===== src/rtl/dut_capture_ctrl.sv =====
// dut_capture_ctrl: sequencer between the USB register block and the AES core (dut_clk domain).
// A rising edge on start produces a one-cycle core_load. The block then waits for core_busy,
// times the run, captures the ciphertext when busy falls, holds a scope trigger window for
// POST_CYCLES extra cycles and raises a sticky done flag. If the core never goes busy within
// TIMEOUT cycles, a sticky timeout flag is raised instead.
//
// Optional feature macro: DUT_CYCLE_COUNT_EN
//   defined   -> cycle_count counts the core_busy cycles of the last run (saturating)
//   undefined -> the counter is removed and cycle_count is tied to 0
//
// Ports:
//   clk         in   dut clock, rising edge
//   rst_n       in   asynchronous active-low reset
//   start       in   start request (rising edge detected internally)
//   clear       in   synchronous clear of done/timeout
//   core_busy   in   AES core busy flag
//   core_data   in   AES core ciphertext [DATA_WIDTH]
//   core_load   out  one-cycle load pulse to the core
//   data_out    out  captured ciphertext [DATA_WIDTH]
//   done        out  sticky capture-complete flag
//   timeout     out  sticky core-never-started flag
//   busy        out  high whenever the FSM is not idle
//   trigger     out  scope trigger window
//   cycle_count out  core_busy cycles of the last run [CNT_WIDTH]

module dut_capture_ctrl #(
  parameter int unsigned DATA_WIDTH  = 128,
  parameter int unsigned CNT_WIDTH   = 16,
  parameter int unsigned POST_CYCLES = 4,
  parameter int unsigned TIMEOUT     = 255
) (
  input  logic                  clk,
  input  logic                  rst_n,
  input  logic                  start,
  input  logic                  clear,
  input  logic                  core_busy,
  input  logic [DATA_WIDTH-1:0] core_data,
  output logic                  core_load,
  output logic [DATA_WIDTH-1:0] data_out,
  output logic                  done,
  output logic                  timeout,
  output logic                  busy,
  output logic                  trigger,
  output logic [CNT_WIDTH-1:0]  cycle_count
);

  localparam int unsigned WaitW = (TIMEOUT > 1) ? $clog2(TIMEOUT) : 1;
  localparam int unsigned PostW = (POST_CYCLES > 1) ? $clog2(POST_CYCLES) : 1;
  localparam logic [WaitW-1:0] WaitLast = WaitW'(TIMEOUT - 1);
  localparam logic [PostW-1:0] PostLast = PostW'((POST_CYCLES > 0) ? POST_CYCLES - 1 : 0);

  typedef enum logic [2:0] {
    StIdle,
    StLoad,
    StWaitBusy,
    StRun,
    StPost
  } state_e;

  state_e                  state_q, state_d;
  logic                    start_q;
  logic                    start_edge;
  logic [WaitW-1:0]        wait_q, wait_d;
  logic [PostW-1:0]        post_q, post_d;
  logic [DATA_WIDTH-1:0]   data_q, data_d;
  logic                    done_q, done_d;
  logic                    timeout_q, timeout_d;
  logic                    trigger_q, trigger_d;
  logic                    cnt_clr;
  logic                    cnt_inc;

  assign start_edge = start & ~start_q;

  always_comb begin
    state_d   = state_q;
    wait_d    = wait_q;
    post_d    = post_q;
    data_d    = data_q;
    trigger_d = trigger_q;
    // Clear is applied first so that any set below overrides it.
    done_d    = clear ? 1'b0 : done_q;
    timeout_d = clear ? 1'b0 : timeout_q;
    cnt_clr   = 1'b0;
    cnt_inc   = 1'b0;

    case (state_q)
      StIdle: begin
        if (start_edge) begin
          state_d   = StLoad;
          done_d    = 1'b0;
          timeout_d = 1'b0;
        end
      end
      StLoad: begin
        wait_d  = '0;
        cnt_clr = 1'b1;
        state_d = StWaitBusy;
      end
      StWaitBusy: begin
        if (core_busy) begin
          // The cycle that sees busy rise is counted as a busy cycle.
          state_d   = StRun;
          trigger_d = 1'b1;
          cnt_inc   = 1'b1;
        end else if (wait_q == WaitLast) begin
          timeout_d = 1'b1;
          state_d   = StIdle;
        end else begin
          wait_d = wait_q + 1'b1;
        end
      end
      StRun: begin
        if (core_busy) begin
          cnt_inc = 1'b1;
        end else begin
          data_d = core_data;
          if (POST_CYCLES == 0) begin
            done_d    = 1'b1;
            trigger_d = 1'b0;
            state_d   = StIdle;
          end else begin
            post_d  = '0;
            state_d = StPost;
          end
        end
      end
      StPost: begin
        // core_busy is deliberately ignored here.
        if (post_q == PostLast) begin
          trigger_d = 1'b0;
          done_d    = 1'b1;
          state_d   = StIdle;
        end else begin
          post_d = post_q + 1'b1;
        end
      end
      default: state_d = StIdle;
    endcase
  end

  always_ff @(posedge clk or negedge rst_n) begin
    if (!rst_n) begin
      state_q   <= StIdle;
      start_q   <= 1'b0;
      wait_q    <= '0;
      post_q    <= '0;
      data_q    <= '0;
      done_q    <= 1'b0;
      timeout_q <= 1'b0;
      trigger_q <= 1'b0;
    end else begin
      state_q   <= state_d;
      start_q   <= start;
      wait_q    <= wait_d;
      post_q    <= post_d;
      data_q    <= data_d;
      done_q    <= done_d;
      timeout_q <= timeout_d;
      trigger_q <= trigger_d;
    end
  end

`ifdef DUT_CYCLE_COUNT_EN
  logic [CNT_WIDTH-1:0] cnt_q;

  always_ff @(posedge clk or negedge rst_n) begin
    if (!rst_n) begin
      cnt_q <= '0;
    end else if (cnt_clr) begin
      cnt_q <= '0;
    end else if (cnt_inc && (cnt_q != {CNT_WIDTH{1'b1}})) begin
      cnt_q <= cnt_q + 1'b1;
    end
  end

  assign cycle_count = cnt_q;
`else
  logic unused_cnt;
  assign unused_cnt  = cnt_clr ^ cnt_inc;
  assign cycle_count = '0;
`endif

  // All outputs come straight from flops or from decoded state flops.
  assign core_load = (state_q == StLoad);
  assign busy      = (state_q != StIdle);
  assign data_out  = data_q;
  assign done      = done_q;
  assign timeout   = timeout_q;
  assign trigger   = trigger_q;

endmodule


===== config.mk =====
export PLATFORM = sky130hd
export DESIGN_NAME = dut_capture_ctrl
export DESIGN_NICKNAME = d
export VERILOG_FILES = /design/src/rtl/dut_capture_ctrl.sv
export SDC_FILE = /design/constraint.sdc
export NUM_CORES = 1
export LEC_CHECK = 0
export ABC_AREA = 1
export CAP_MARGIN = 10
export CORE_UTILIZATION = 45
export DETAILED_ROUTE_END_ITERATION = 10
export GPL_ROUTABILITY_DRIVEN = 0
export PLACE_DENSITY = 0.86
export SLEW_MARGIN = 5
export SYNTH_ARGS = -nofsm -noshare
export SYNTH_HDL_FRONTEND = slang
export SYNTH_SLANG_ARGS = --single-unit

===== constraint.sdc =====
create_clock -name clk -period 4.26 [get_ports clk]
set_input_delay 0.426 -clock clk [delete_from_list [all_inputs] [get_ports clk]]
set_output_delay 0.426 -clock clk [all_outputs]
set_load 0.05 [all_outputs]

### Word-level counts from Yosys, hierarchy flattened

Index checks and enable logic that the tools add are counted.

| operators by class | value |
|---|---|
| eq/ne operators | 14 |
| reductions and logical operators | 10 |
| divide/modulo/power cells | 0 |
| $lt $le $gt $ge | 0 |
| mux-type cells | 24 |
| shifts and indexed selects | 0 |
| bitwise logic cells | 3 |
| $add $sub $neg | 2 |
| multipliers | 0 |

Operators with widths:

| cell | count |
|---|---|
| 2-to-1 mux 8 bit | 2 |
| case mux 8 bit (2 select lines) | 1 |
| 2-to-1 mux 3 bit | 5 |
| case mux 3 bit (5 select lines) | 1 |
| inequality test 2 bit (second input constant) | 7 |
| 2-to-1 mux 1 bit | 9 |
| AND reduction 3 bit | 3 |
| adder 8 x 1 -> 8 bit (second input constant) | 1 |
| == test 8 bit (second input constant) | 1 |
| == test 3 x 2 -> 1 bit (second input constant) | 2 |
| case mux 1 bit (2 select lines) | 3 |
| nonzero test 2 bit | 3 |
| 2-to-1 mux 2 bit | 2 |
| case mux 2 bit (2 select lines) | 1 |
| AND reduction 4 bit | 1 |
| == test 3 x 1 -> 1 bit (second input constant) | 1 |
| == test 3 bit (second input constant) | 1 |
| zero test 3 bit | 1 |
| inequality test 3 bit (second input constant) | 1 |
| nonzero test 3 bit | 1 |
| adder 2 x 1 -> 2 bit (second input constant) | 1 |
| == test 2 bit (second input constant) | 1 |
| inverter 1 bit | 2 |
| AND reduction 2 bit | 1 |
| bitwise AND 1 bit | 1 |

| storage, ports and cells | value |
|---|---|
| bits in writable memories | 0 |
| bits in read-only memories | 0 |
| logic and storage cells | 61 |
| memories kept | 0 |
| latch bits | 0 |
| register bits after elaboration | 145 |
| input bits | 133 |
| output and inout port bits | 149 |

### Longest topological paths before layout

Gate-level depths: netlist (run 1).

| logic depth | value |
|---|---|
| depth in word-level cells | 4 |
| mapped depth | 10 |
| gate-level depth less buffers | 10 |

### Worst setup path after synthesis (run 1)

Ideal clock, no wire load.

| path | value |
|---|---|
| path type | flip-flop to flip-flop |
| start point | register state_q[2] |
| end point | register state_q[0] |
| required time | 4.142 ns |
| path slack | 2.853 ns |
| clock period less this slack | 1.407 ns |
| stages on the path, launching flop included | 7 |
| buffers on the path | 0 |
| arrival | 1.289 ns |
| library setup time | 0.118 ns |
| cell sequence | dfrtp_1 > nor2_1 > nand2_1 > o21ai_0 > inv_1 > nand4_1 > nand2_1 |

| on the way | value |
|---|---|
| longest elaborated chain between the ends | 3 |
| elaborated cells between the ends (all ways) | 11 |
| those cells by class | eq/ne: 8; mux: 1; reduce/logical: 2 |

RTL lines:

| what | RTL line | text |
|---|---|---|
| from (decl) | 60 | `state_e state_q, state_d;` |
| from (signal assigned) | 143 | `state_q <= StIdle;` |
| from (signal assigned) | 152 | `state_q <= state_d;` |
| == test 3 x 2 -> 1 bit, or another cell as far along | 86 | `case (state_q)` |
| inequality test 3 bit (no source line) / inequality test 2 bit (equally long branches) | - |  |
| AND reduction 4 bit (no source line) | - |  |

Several ways; a longest one is shown, not always the timed one.
A chain may end at the register's enable or synchronous reset.

### Final worst setup path (run 1)

| path | value |
|---|---|
| start point | register state_q[2] |
| end point | output port core_load |

| on the way | value |
|---|---|
| longest elaborated chain between the ends | 1 |

RTL lines:

| what | RTL line | text |
|---|---|---|
| == test 3 x 1 -> 1 bit | - |  |
| to (decl) | 38 | `output logic core_load,` |

No other way between the ends.

==> qor.txt, run 1 <==
Slew Limit Fails: 0
post-DR vias/cell: 4.84
Final #Nets: 835
CTS clock-pin slew for the worst setup and hold paths: 0.06 ns
Starting Density: 46.5%
Port-buffer cells: 265
Vias: 4,294
Remaining DRCs: 0
Final setup viols: 0
worst-path fanout max: 5
share of layout cells above drive strength 1: 23.5%
worst vdd ir: 0.524 mV
Core ar.: 13,400 µm²
drt first pass iters: 6
die area: 14,300 µm²
Cells after Synth: 426
Critical R2R Launch: state_q[1]$_DFFE_PN0P_
sequential share of the synthesized area: 58.2%
post-DP HPWL: 11,100 µm
Least-Margin Pin Slew: 0.938 ns
Clock Skew: 0.00524 ns
CP Cell Sequence: inv_1 > nand3_1 > inv_1 > clkdlybuf4s50_1
most used cell, CP: inv_1
Layout area overhead: 53.2%
CP Capture Type: output port
Placed Area: 8960 µm²
CP top delay family: buffers and inverters
HP Class: in -> async
Final Hold Viols: 0
Tmin final: 2.43 ns
diode count: 0
Overall Global Routing Usage: 22.2%
largest net degree at the start of global routing: 103
Pleak: 4.51 nW
initial DRC count: 194
unrepaired setup endpoints after global routing: false
Mapped Avg Cell Area: 14.6 µm²
Power per Cell Area: 937 nW/µm²
final global-route overflow total: 0
first-pass GRT wire length: 24,100 µm
TritonCTS clock tree: built
GRT met3 Usage: 7.46%
met1 usage in global routing: 26.5%
initial antenna violation count: 0
setup TNS: 0 ns
CP arrival: 2.00 ns
max_slew headroom: 37.5%
CTS Root Cell: clkbuf_16
GR Util met2: 36.8%
critical path launch point: state_q[2]$_DFFE_PN0P_
I/O pins: 282
Max Fclk: 0.412 GHz
Bufs on Longest Clock Path: 2
Core Rows: 42
later-pin clock latency in the skew report: 0.41 ns
Most Crowded Layer GR: met2
Post-Route WL: 15,400 µm
CP max stage delay: 0.80 ns
drt wl/cell: 17.4 µm
Critical Path RT: 3.83 ns
H-tree depth: 4
Synth Register Bits: 145
vias in the first global route: 4,505
Num CTS Buffers: 17
Yosys cell types: 23
Mapped Area: 6240 µm²
Crit Path Class: reg -> out
height of the die: 120 µm
Crit-path slowest cell: clkdlybuf4s50_1
Startpoint Class: flop
Antenna Nets Post-Route: 0
DIE WIDTH: 120 µm
MaxCap Viol Count: 0
CP Buf/Inv Count: 3
Post-CTS Hold Buffers: 0
Design Area, Final: 9550 µm²
Filler cells: 885
status: completed
period utilisation layout: 57.0%
post-CTS resize count: 0
setup bufs post-CTS: 0
CTS sink cnt: 145
Ys Warns: 0
-- area by class of cell --
class                           count  area, µm²  area share [%]
Timing Repair Buffer              269       2700            28.2
Inverter                           20       75.1           0.786
Tap cell                          176        220            2.30
Multi-Input combinational cell    246       2340            24.5
Sequential cell                   145       3630            38.0
Clock inverter                     13        163            1.70
Clock buffer                       19        433            4.53
-- cells in the final DEF (no fill, tap or decap), types with 4 or more instances in the layout --
| master | synthesis | routed |
|---|---|---|
| clkdlybuf4s50_1 | 0 | 264 |
| dfrtp_1 | 145 | 145 |
| mux2_4 | 98 | 98 |
| nand2_1 | 51 | 50 |
| mux2_2 | 30 | 30 |
| inv_1 | 20 | 20 |
| nor2_1 | 18 | 18 |
| clkbuf_16 | 0 | 17 |
| conb_1 | 1 | 16 |
| nand3_1 | 13 | 13 |
| clkinvlp_4 | 0 | 6 |
| o21ai_0 | 4 | 4 |
-- path summary, 6_finish.rpt --
path	endpoint	slack [ns]	cells past startpoint
hold / removal	data_out[92]$_DFFE_PN0P_	0.08	1
setup reg to reg	data_out[80]$_DFFE_PN0P_	2.44	5
setup / recovery	core_load	1.83	4
min in group clk	start_q$_DFF_PN0_	0.47	1
max in group asynchronous	data_out[35]$_DFFE_PN0P_	3.00	2
hold reg to reg	data_out[99]$_DFFE_PN0P_	0.50	1
-- report_power, final --
part	internal, mW	leakage, nW	total (mW)	switching, mW
clock network	0.920	0.272	1.49	0.572
registers	2.02	1.76	2.40	0.376
logic	2.01	2.47	5.06	3.05
-- cell families (layout without fill, tap and decap cells) --
| group | after synthesis | after routing | synth area share (%) |
|---|---|---|---|
| adders and majority gates | 3 | 3 | 0.602 |
| DFF | 145 | 145 | 58.2 |
| and+or+nand+nor | 89 | 89 | 5.88 |
| AOI/OAI and AO/OA | 10 | 10 | 0.923 |
| buffers and inverters | 50 | 321 | 5.36 |
| other | 1 | 16 | 0.0601 |
| muxes | 128 | 128 | 29.0 |
-- synthesized netlist by cell type --
master / number / share of area [%]
o22ai_1: 1 / 0.10
a31oi_1: 1 / 0.10
mux2_4: 98 / 24
o21ai_0: 4 / 0.32
nand4_1: 2 / 0.20
conb_1: 1 / 0.060
dfrtp_1: 145 / 58
a21oi_1: 1 / 0.080
nand2_1: 51 / 3.1
o21ai_1: 1 / 0.080
nor3_1: 1 / 0.080
mux2_2: 30 / 5.4
o21bai_1: 2 / 0.24
nand3_1: 13 / 1.0
or2_1: 1 / 0.10
nor2_2: 2 / 0.20
ha_1: 3 / 0.60
buf_6: 11 / 2.0
buf_2: 3 / 0.24
buf_4: 16 / 1.9
nor2_1: 18 / 1.1
nand2_2: 1 / 0.10
inv_1: 20 / 1.2
-- state kept, by name, summed over array words and instances (netlist names) --
name,count
data_out,128
wait_q,8
state_q,3
post_q,2
done,1
start_q,1
timeout,1
trigger,1
-- layer usage --
layer  vias up  wire [µm]
li1       1956          -
met1      2112       6130
met2       198       7840
met3        28       1180
met4         0        282
met5         -          0
-- stage by stage --
step | cells | utilization [%] | worst slack [ns] | power (mW) | hold slack, ns
4_1_cts | 888 | 71.3 | 1.83 | 9.03 | 0.145
3_3_place_gp | 856 | 66.9 | 1.98 | 7.37 | 0.487
5_1_grt | 888 | 71.3 | 1.75 | 9.31 | 0.180
3_5_place_dp | 856 | 66.9 | 1.90 | 7.48 | 0.490
2_1_floorplan | 441 | - | 2.85 | 5.82 | 0.130
6_report | 888 | 71.3 | 1.83 | 8.95 | 0.0823
-- worst register-to-register path, stage by stage, from the launching register on --
cell,delay [ns]
dfrtp_1,0.40
nand2_1,0.09
nor2_2,0.05
nand2_4,0.21
buf_4,0.53
mux2_2,0.42
Power figures use the tool's default switching activity.
==> run 2: changes to the inputs <==
--- a/config.mk
+++ b/config.mk
@@ -7,10 +7,10 @@
 export LEC_CHECK = 0
 export ABC_AREA = 1
 export CAP_MARGIN = 10
-export CORE_UTILIZATION = 45
+export CORE_UTILIZATION = 42
 export DETAILED_ROUTE_END_ITERATION = 10
 export GPL_ROUTABILITY_DRIVEN = 0
-export PLACE_DENSITY = 0.86
+export PLACE_DENSITY = 0.81
 export SLEW_MARGIN = 5
 export SYNTH_ARGS = -nofsm -noshare
 export SYNTH_HDL_FRONTEND = slang
==> constraint.sdc (replaced) <==
create_clock -name clk -period 2.5 [get_ports clk]
set_input_delay 0.25 -clock clk [delete_from_list [all_inputs] [get_ports clk]]
set_output_delay 0.25 -clock clk [all_outputs]
set_load 0.05 [all_outputs]
==> qor.txt, run 2 (synthesized netlist as in run 1, its figures left out) <==
max_slew headroom: 60.6%
post-DR vias/cell: 4.73
Placed Area: 9000 µm²
I/O pins: 282
Overall Global Routing Usage: 20.1%
Clock Skew: 0.00798 ns
initial DRC count: 261
HP Class: in -> async
CP Capture Type: output port
MaxCap Viol Count: 0
Port-buffer cells: 265
drt first pass iters: 4
Least-Margin Pin Slew: 0.589 ns
Layout area overhead: 53.8%
most common cell after layout, fill and taps aside: clkdlybuf4s50_1
Final Hold Viols: 0
Slew Limit Fails: 0
worst-path fanout max: 5
most frequent cells in the layout: clkdlybuf4s50_1 (264), dfrtp_1 (145), mux2_4 (98)
post-CTS resize count: 0
Pleak: 4.54 nW
Startpoint Class: flop
later-pin clock latency in the skew report: 0.41 ns
worst vdd ir: 0.751 mV
final global-route overflow total: 0
setup bufs post-CTS: 0
CTS sink cnt: 145
CTS clock-pin slew for the worst setup and hold paths: 0.06 ns
Power per Cell Area: 1580 nW/µm²
Remaining DRCs: 0
area of the multi-input gates: 2340 µm²
vias in the first global route: 4,380
setup TNS: 0 ns
height of the die: 124 µm
Bufs on Longest Clock Path: 2
r2r endpoint: data_out[99]$_DFFE_PN0P_
CP arrival: 1.96 ns
Post-Route WL: 15,500 µm
Filler cells: 1,059
Crit Path Class: reg -> out
Design Area, Final: 9590 µm²
unrepaired setup endpoints after global routing: false
CTS Root Cell: clkbuf_16
largest net degree at the start of global routing: 69
max reg flops: 128
die area: 15,300 µm²
critical path launch point: state_q[2]$_DFFE_PN0P_
Final setup viols: 0
crit path capture: core_load
DIE WIDTH: 124 µm
drt wl/cell: 17.3 µm
Num CTS Buffers: 17
fin util: 66.0%
Critical R2R Launch: state_q[1]$_DFFE_PN0P_
R2R cell count: 5
Core ar.: 14,500 µm²
Max Fclk: 0.453 GHz
Tmin final: 2.21 ns
diode count: 0
TritonCTS clock tree: built
period utilisation layout: 88.4%
initial antenna violation count: 0
status: completed
post-DP HPWL: 11,200 µm
Starting Density: 42.9%
share of layout cells above drive strength 1: 23.7%
Vias: 4,247
Critical Path RT: 2.25 ns
r2r setup slk: 0.92 ns
register area: 3630 µm²
Antenna Nets Post-Route: 0
first-pass GRT wire length: 22,900 µm
H-tree depth: 4
Final #Nets: 837
Core Rows: 44
[run 2: cell type report]
cell class,count,area share (%)
multi-input cells,246,24.4
clock buffers,19,4.62
repair buffers,271,28.6
well taps,184,2.40
inverters,20,0.783
clock inverters,13,1.42
flip-flops and latches,145,37.8
[run 2: critical path, stage by stage, from the launching register on]
cell	delay [ns]
dfrtp_1	0.43
inv_1	0.08
nand3_1	0.13
inv_1	0.10
clkdlybuf4s50_1	0.80
[run 2: stage by stage]
| stage | cells | worst slack [ns] | power [mW] | hold slack [ns] |
|---|---|---|---|---|
| after global placement | 865 | 0.644 | 12.6 | 0.210 |
| after floorplan | 441 | 1.09 | 9.91 | -0.0456 |
| after global routing | 898 | 0.194 | 15.8 | 0.319 |
| after CTS | 898 | 0.262 | 15.3 | 0.310 |
| after detailed placement | 865 | 0.601 | 12.8 | 0.212 |
| final | 898 | 0.290 | 15.2 | 0.322 |
[run 2: power by group]
group          switching (mW)  internal (mW)
logic                    5.18           3.44
registers               0.659           3.45
clock network           0.976           1.49
[run 2: how the worst min path moves through the flow]
stage               slack, ns  start                        to
floorplan               -0.05  rst_n   data_out[0]$_DFFE_PN0P_
global placement         0.21  rst_n  data_out[92]$_DFFE_PN0P_
detailed placement       0.21  rst_n            done$_DFF_PN0_
CTS                      0.31  start         start_q$_DFF_PN0_
global route             0.32  start         start_q$_DFF_PN0_
finish                   0.32  rst_n            done$_DFF_PN0_
[run 2: what timing repair did]
item                       4_1_cts  5_1_grt
setup endpoints to repair        0        0
hold buffers                     1        0
hold endpoints to repair        48        0
[run 2: metal layers]
layer / track usage [%] / share of wire (%) / up-vias
li1: - / - / 1948
met1: 21.9 / 38 / 2101
met2: 36.1 / 52 / 181
met3: 7.23 / 8.4 / 17
met4: 6.48 / 1.4 / 0
met5: 0 / 0 / -
==> run 3: changes to the inputs <==
--- a/config.mk
+++ b/config.mk
@@ -7,10 +7,12 @@
 export LEC_CHECK = 0
 export ABC_AREA = 1
 export CAP_MARGIN = 10
-export CORE_UTILIZATION = 42
+export CORE_UTILIZATION = 38
 export DETAILED_ROUTE_END_ITERATION = 10
 export GPL_ROUTABILITY_DRIVEN = 0
-export PLACE_DENSITY = 0.81
+export PLACE_DENSITY = 0.77
+export REMOVE_ABC_BUFFERS = 1
+export SETUP_SLACK_MARGIN = 0.5
 export SLEW_MARGIN = 5
 export SYNTH_ARGS = -nofsm -noshare
 export SYNTH_HDL_FRONTEND = slang
==> constraint.sdc (replaced) <==
create_clock -name clk -period 1.9 [get_ports clk]
set_input_delay 0.19 -clock clk [delete_from_list [all_inputs] [get_ports clk]]
set_output_delay 0.19 -clock clk [all_outputs]
set_load 0.05 [all_outputs]
==> qor.txt, run 3 (synthesized netlist as in run 1, its figures left out) <==
dpl cells: 906
status: completed
Overall Global Routing Usage: 19.2%
Core Rows: 46
most frequent cells in the layout: dfrtp_1 (144), clkdlybuf4s50_1 (131), clkdlybuf4s15_2 (116)
most common cell after layout, fill and taps aside: dfrtp_1
Bufs on Longest Clock Path: 2
Max Fclk: 0.642 GHz
Port-buffer cells: 265
final hold slack: 0.247 ns
TritonCTS clock tree: built
Antenna Nets Post-Route: 0
CTS clock-pin slew for the worst setup and hold paths: 0.07 ns
Remaining DRCs: 0
diode count: 0
worst-path fanout max: 5
total power: 19.8 mW
max_slew headroom: 66.6%
Final Hold Viols: 0
Slew Limit Fails: 0
Final setup viols: 0
Pleak: 4.76 nW
H-tree depth: 4
I/O pins: 282
DIE WIDTH: 130 µm
unrepaired setup endpoints after global routing: true
share of layout cells above drive strength 1: 45.9%
non-filler instance count after layout: 948
vias in the first global route: 4,659
Startpoint Class: flop
Layout area overhead: 60.2%
Critical Path RT: 1.71 ns
Final #Nets: 855
post-DP HPWL: 11,500 µm
worst vdd ir: 0.975 mV
Num CTS Buffers: 17
Vias: 4,342
post-DR vias/cell: 4.58
max reg flops: 128
drt wl/cell: 17.1 µm
Clock Skew: 0.0123 ns
Core ar.: 15,900 µm²
period utilisation layout: 82.0%
first-pass GRT wire length: 24,500 µm
height of the die: 130 µm
CP arrival: 1.37 ns
HP Class: in -> reg
largest net degree at the start of global routing: 51
Tmin final: 1.56 ns
CTS Root Cell: clkbuf_16
CP Capture Type: output port
initial DRC count: 158
MaxCap Viol Count: 0
CTS sink cnt: 145
Starting Density: 39.1%
later-pin clock latency in the skew report: 0.42 ns
Least-Margin Pin Slew: 0.501 ns
drt first pass iters: 4
Crit Path Class: reg -> out
die area: 16,900 µm²
Power per Cell Area: 1980 nW/µm²
Post-Route WL: 16,200 µm
initial antenna violation count: 0
final global-route overflow total: 0
==> run 3: cell count changes in the layout (fill, tap and decap cells not counted), sizes merged <==
cell,delta
buf,+30
bufbuf,+1
bufinv,-2
clkbuf,-1
clkdlybuf4s15,+116
clkdlybuf4s18,+4
clkdlybuf4s50,-133
clkinv,-5
clkinvlp,+2
inv,+6
==> run 3: metal layers <==
layer | share of wire, % | up-vias | track usage (%)
li1 | - | 1999 | -
met3 | 6.8 | 20 | 4.84
met2 | 52 | 161 | 33.8
met1 | 39 | 2162 | 22.3
met4 | 1.7 | 0 | 7.93
met5 | 0 | - | 0
==> run 3: final timing paths <==
kind / start / to / slack, ns / cells past startpoint
max: state_q[0]$_DFFE_PN0P_ / busy / 0.34 / 4
min in group asynchronous: rst_n / data_out[14]$_DFFE_PN0P_ / 0.29 / 2
min: start / start_q$_DFF_PN0_ / 0.25 / 1
max reg2reg: state_q[1]$_DFFE_PN0P_ / data_out[102]$_DFFE_PN0P_ / 0.38 / 5
min reg2reg: data_out[83]$_DFFE_PN0P_ / data_out[83]$_DFFE_PN0P_ / 0.50 / 1
max in group asynchronous: rst_n / data_out[90]$_DFFE_PN0P_ / 1.00 / 3
==> run 3: worst max-delay path: stages, from the launching register on <==
cell and delay [ns]:
dfrtp_1 0.41, buf_4 0.15, nor2_4 0.11, nand2_2 0.11, buf_6 0.17
==> run 3: repair_timing <==
item | in CTS | in global routing
gates cloned | 1 | 0
hold buffers | 1 | 0
hold endpoints to repair | 47 | 0
pin swaps | 2 | 0
setup buffers | 6 | 2
gates resized for setup | 412 | 30
setup endpoints to repair | 238 | 156
==> run 3: through the flow <==
| stage | area, µm² | util [%] | setup slack, ns | setup TNS [ns] |
|---|---|---|---|---|
| 2_1_floorplan | 6030 | - | -3.49 | -429.28 |
| 3_3_place_gp | 9170 | 57.5 | 0.155 | 0 |
| 3_5_place_dp | 9170 | 57.5 | 0.118 | 0 |
| 4_1_cts | 10000 | 62.9 | 0.382 | 0 |
| 5_1_grt | 9990 | 62.7 | 0.321 | 0 |
| 6_report | 9990 | 62.7 | 0.342 | 0 |
==> run 3: area by class of cell <==
cell class,count,area [µm²]
well taps,216,270
repair buffers,289,3070
multi-input cells,246,2390
clock inverters,14,120
flip-flops and latches,145,3630
clock buffers,18,439
inverters,20,75.1
fillers,1204,5950
==> run 3: power by group <==
part	switching, mW	internal (mW)
combinational	6.96	4.27
sequential	0.877	4.54
clock	1.41	1.74
total	9.25	10.6
